`config.mk`:
```
export PLATFORM = sky130hd
export DESIGN_NAME = mealy_stim_tx
export DESIGN_NICKNAME = d
export VERILOG_FILES = /design/src/rtl/mealy_stim_tx.sv
export SDC_FILE = /design/constraint.sdc
export NUM_CORES = 1
export LEC_CHECK = 0
export BUFFER_PORTS_ARGS = -buffer_cell sky130_fd_sc_hd__buf_2
export CORE_MARGIN = 3
export CORE_UTILIZATION = 45
export CTS_BUF_LIST = sky130_fd_sc_hd__clkbuf_4
export DETAILED_ROUTE_END_ITERATION = 12
export GPL_ROUTABILITY_DRIVEN = 0
export PLACE_DENSITY = 0.78
export RECOVER_POWER = 25
export SYNTH_ARGS = -nofsm -noshare
export SYNTH_HDL_FRONTEND = slang
export SYNTH_SLANG_ARGS = --single-unit
```
`constraint.sdc`:
```
create_clock -name clk -period 1.7 [get_ports clk]
set_input_delay 0.085 -clock clk [delete_from_list [all_inputs] [get_ports clk]]
set_output_delay 0.085 -clock clk [all_outputs]
set_load 0.01 [all_outputs]
```
`src/rtl/mealy_stim_tx.sv`:
```
// mealy_stim_tx
//   Serial stimulus transmitter for the 4-state Mealy sequence engine.
//   A parallel word accepted over load/ready is shifted out MSB-first on a_out,
//   one bit per clock. The engine's z response is collected into dout. A
//   cycle-exact copy of the engine runs alongside and flags any bit where the
//   observed z_in differs from the model.
//
// Ports
//   clk          rising-edge clock
//   reset        synchronous, active-low reset
//   load, din    word offer; accepted when load & ready at a rising edge
//   ready        idle, able to accept a word
//   a_out        registered serial bit driving engine input 'a'
//   z_in         engine output z (combinational from engine state and a_out)
//   dout, done   captured response word, first bit in MSB; done pulses 1 cycle
//   mismatch     some bit of the last word disagreed with the model
//   err_count    saturating count of mismatched bits since reset
//   model_state  one-cold state of the internal engine model
module mealy_stim_tx #(
  parameter int WIDTH = 8,
  parameter int ERR_W = 8
) (
  input  logic             clk,
  input  logic             reset,
  input  logic             load,
  input  logic [WIDTH-1:0] din,
  output logic             ready,
  output logic             a_out,
  input  logic             z_in,
  output logic [WIDTH-1:0] dout,
  output logic             done,
  output logic             mismatch,
  output logic [ERR_W-1:0] err_count,
  output logic [3:0]       model_state
);

  localparam logic [3:0] S0 = 4'b1110;
  localparam logic [3:0] S1 = 4'b1101;
  localparam logic [3:0] S2 = 4'b1011;
  localparam logic [3:0] S3 = 4'b0111;

  localparam int CW = (WIDTH > 2) ? $clog2(WIDTH) : 1;
  localparam logic [CW-1:0] LAST = CW'(WIDTH - 1);

  typedef enum logic {IDLE, SHIFT} fsm_t;

  // Engine next-state; illegal encodings recover to S0.
  function automatic logic [3:0] eng_next(input logic [3:0] s, input logic a);
    case (s)
      S0:      return a ? S3 : S0;
      S1:      return a ? S0 : S1;
      S2:      return a ? S1 : S2;
      S3:      return a ? S1 : S2;
      default: return S0;
    endcase
  endfunction

  // Engine Mealy output: S0..S2 echo 'a', S3 and illegal encodings give 0.
  function automatic logic eng_z(input logic [3:0] s, input logic a);
    case (s)
      S0, S1, S2: return a;
      default:    return 1'b0;
    endcase
  endfunction

  function automatic logic [ERR_W-1:0] sat_inc(input logic [ERR_W-1:0] v);
    return (&v) ? v : v + ERR_W'(1);
  endfunction

  fsm_t             fsm_q;
  logic [WIDTH-2:0] shreg_q;   // bits still to send, next one in MSB
  logic [WIDTH-2:0] rsp_q;     // response bits collected so far
  logic [CW-1:0]    cnt_q;
  logic             a_q;
  logic             ready_q;
  logic             done_q;
  logic [WIDTH-1:0] dout_q;
  logic             mis_q;
  logic [ERR_W-1:0] err_q;
  logic [3:0]       mstate_q;

  logic [WIDTH-1:0] rsp_d;
  logic             zmod_d;

  always_comb begin
    rsp_d  = {rsp_q, z_in};
    zmod_d = eng_z(mstate_q, a_q);
  end

  always_ff @(posedge clk) begin
    if (!reset) begin
      fsm_q    <= IDLE;
      ready_q  <= 1'b1;
      a_q      <= 1'b0;
      done_q   <= 1'b0;
      dout_q   <= '0;
      mis_q    <= 1'b0;
      err_q    <= '0;
      mstate_q <= S0;
    end else begin
      // The model follows a_out on every edge, exactly like the real engine.
      mstate_q <= eng_next(mstate_q, a_q);
      done_q   <= 1'b0;
      case (fsm_q)
        IDLE: begin
          if (load && ready_q) begin
            shreg_q <= din[WIDTH-2:0];
            a_q     <= din[WIDTH-1];
            ready_q <= 1'b0;
            cnt_q   <= '0;
            mis_q   <= 1'b0;
            fsm_q   <= SHIFT;
          end
        end
        SHIFT: begin
          // z_in belongs to the bit currently on a_out.
          rsp_q <= rsp_d[WIDTH-2:0];
          if (z_in != zmod_d) begin
            mis_q <= 1'b1;
            err_q <= sat_inc(err_q);
          end
          if (cnt_q != LAST) begin
            a_q     <= shreg_q[WIDTH-2];
            shreg_q <= shreg_q << 1;
            cnt_q   <= cnt_q + CW'(1);
          end else begin
            dout_q  <= rsp_d;
            done_q  <= 1'b1;
            ready_q <= 1'b1;
            a_q     <= 1'b0;
            fsm_q   <= IDLE;
          end
        end
        default: fsm_q <= IDLE;
      endcase
    end
  end

  assign ready       = ready_q;
  assign a_out       = a_q;
  assign dout        = dout_q;
  assign done        = done_q;
  assign mismatch    = mis_q;
  assign err_count   = err_q;
  assign model_state = mstate_q;

endmodule

```
==> flow_summary.json <==
{
  "cts_max_level": 2,
  "dieArea_um2": 4840,
  "setup_viol": 0,
  "yosys_warnings": 0,
  "hold_viol": 0,
  "p_leak_nw": 0.860,
  "syn_area_per_cell_um2": 10.6,
  "grt_pass1_wl_mm": 6.18,
  "clkLatencyLatePin_ns": 0.35,
  "cp-end-kind": "flip-flop",
  "area_delta_synth_final_pct": 25.7,
  "slew_headroom_pct": 75.1,
  "r2r_slack_ns": 0.05,
  "worst_pin_slew_ns": 0.371,
  "layout_setup_ws_ns": 0.0492,
  "drtPass1Iterations": 4,
  "via_count": 1468,
  "rr_worst_depth": 5,
  "synth_enable_flop_cells": 17,
  "drt_iter0_markers": 75,
  "slew_viol_final": 0,
  "cts_tree": "yes",
  "grt-ovfl-total": 0,
  "syn-num-nets": 186,
  "critPathKind": "reg -> reg",
  "initial_utilization_pct": 48.2,
  "status": "complete, no violations",
  "dp_hpwl_mm": 2.61,
  "avgRoutedWirePerCell_um": 13.5,
  "period_needed_ns": 1.65,
  "max_cap_viol_count": 0,
  "power.density_nw_per_um2": 797,
  "dpl_cell_area_um2": 2130,
  "cts.path.max_buffers": 2,
  "cts_sinks": 42,
  "die_h_um": 69.6,
  "r2r_start": "err_count[3]",
  "cp-start-kind": "flip-flop",
  "r2r-end": "err_count[5]",
  "layout.nets": 242,
  "ios": 36,
  "clock_skew_ns": 0.0112,
  "dp_worst_setup_slack_ns": 0.0222,
  "antenna_found_initial": 0,
  "ys_ff_latch": 42,
  "drc": 0,
  "ys.flop_type": "dfxtp_1",
  "grt_pass1_vias": 1402,
  "rows": 22,
  "worstPathMaxFanout": 5,
  "cp.required_ns": 1.99,
  "viasPerCell": 5.32,
  "drive_above_1_share_pct": 32.5,
  "crit_path_end": "err_count[5]",
  "grt_usage_pct": 15.9,
  "synth_area_um2": 1820,
  "async_flop_share_pct": 0,
  "finalNonFillerCells": 276,
  "wl_mm": 3.71,
  "ys_seq_area_share_pct": 55.6,
  "clkTransAtPathRegs_ns": 0.11,
  "postLayoutCellArea_um2": 2290,
  "antennaDiodeCount": 0,
  "hold_path.class": "in -> reg",
  "detail-route-antenna-nets": 0,
  "ir_drop_mv": 0.544,
  "cp.arrival_ns": 1.94,
  "cts-root-buf": "clkbuf_4",
  "fmax_mhz": 606,
  "final_util_pct": 60.6,
  "ys_types": 45,
  "die_w_um": 69.6,
  "syn_inst": 171,
  "cts_buffers": 5,
  "coreArea_um2": 3770,
  "io_buffers": 35,
  "grt_max_degree": 14,
  "place_inst": 261,
  "final.period_utilization_pct": 97.1,
  "startpoint": "err_count[3]"
}
-- layout by cell type, fill, tap and decap left out, types with 4 or more instances in the layout --
cell / instances
and2_1: 5
dfxtp_1: 19
buf_2: 23
nand2_1: 35
clkbuf_1: 11
a21oi_1: 12
clkbuf_4: 6
buf_4: 21
dfxtp_2: 4
nor2_1: 8
nand3_1: 4
mux2_2: 6
edfxtp_1: 17
-- stage by stage --
stage / hold WS, ns / power (W) / TNS [ns]
after global routing: 0.00665 / 0.00192 / -0.0535
after CTS: 0.00413 / 0.00184 / 0
after floorplan: 0.184 / 0.00127 / 0
final: 0.0182 / 0.00182 / 0
after detailed placement: 0.355 / 0.00135 / 0
after global placement: 0.354 / 0.00135 / 0
-- area by class of cell --
type | instances | area, um2
Clock inverter | 2 | 8.76
Timing Repair Buffer | 58 | 354
Multi-Input combinational cell | 117 | 783
Clock buffer | 6 | 45.0
Inverter | 3 | 11.3
Fill cell | 315 | 1490
Sequential cell | 42 | 1020
Tap cell | 48 | 60.1
-- metal layers --
metal / wire length (um) / global-route usage [%] / share of wire, % / vias up
met3: 226 / 5.22 / 6.1 / 8
li1: - / - / - / 731
met1: 1600 / 17.9 / 43 / 687
met2: 1830 / 27.1 / 49 / 42
met5: 0 / 0 / 0 / -
met4: 64 / 6.94 / 1.7 / 0
-- report_power, final --
group	total (W)	internal [W]	switching (W)	leakage [nW]
clock	0.000480	0.000172	0.000309	0.0331
sequential	0.00112	0.00109	0.0000271	0.362
combinational	0.000220	0.000108	0.000112	0.464
-- synthesized netlist by cell type (all sizes together) (4+ instances only) --
cell type / n / area (um2)
nand3: 4 / 20.0
buf: 6 / 40.0
or4: 4 / 30.0
and2: 5 / 31.3
nor2: 8 / 30.0
dfxtp: 25 / 500
mux2: 6 / 67.6
a21oi: 13 / 65.1
edfxtp: 17 / 510
nand2: 35 / 131
-- repair_timing --
item	4_1_cts	5_1_grt
hold endpoints to repair	3	0
pin swaps	1	12
setup endpoints to repair	1	4
setup buffers	0	6
hold buffers	2	0
gates resized for setup	0	16
-- critical path: stages (launching register included) --
cell     delay [ns]
dfxtp_1        0.34
and4_4         0.20
nand4_1        0.12
nand4_1        0.23
or4_4          0.60
a21oi_2        0.11
-- how the worst min path moves through the flow --
stage | end | cells after the start | startpoint
after floorplan | rsp_q[0] | 0 | z_in
after global placement | rsp_q[0] | 1 | z_in
after detailed placement | rsp_q[0] | 1 | z_in
after CTS | ready | 3 | load
after global routing | shreg_q[4] | 2 | din[4]
final | ready | 3 | load
-- cells by family (layout without fill, tap and decap cells) --
group / Yosys count / in the layout / share of synthesized area (%)
flip-flops: 42 / 42 / 55.6
XOR/XNOR: 2 / 2 / 1.38
AND/OR/NAND/NOR: 71 / 71 / 19.5
buffers and inverters: 12 / 69 / 3.44
adder cells (fa/ha/maj): 3 / 3 / 2.06
AO/OA/AOI/OAI: 32 / 32 / 12.7
multiplexers: 9 / 9 / 5.37
-- registers in the layout, summed over array words and instances (netlist names) --
register     flops
dout             8
err_count        8
rsp_q            7
shreg_q          7
model_state      4
cnt_q            3
a_out            1
done             1
fsm_q            1
mismatch         1
ready            1
Note: power is estimated with default switching activity, not from simulation.
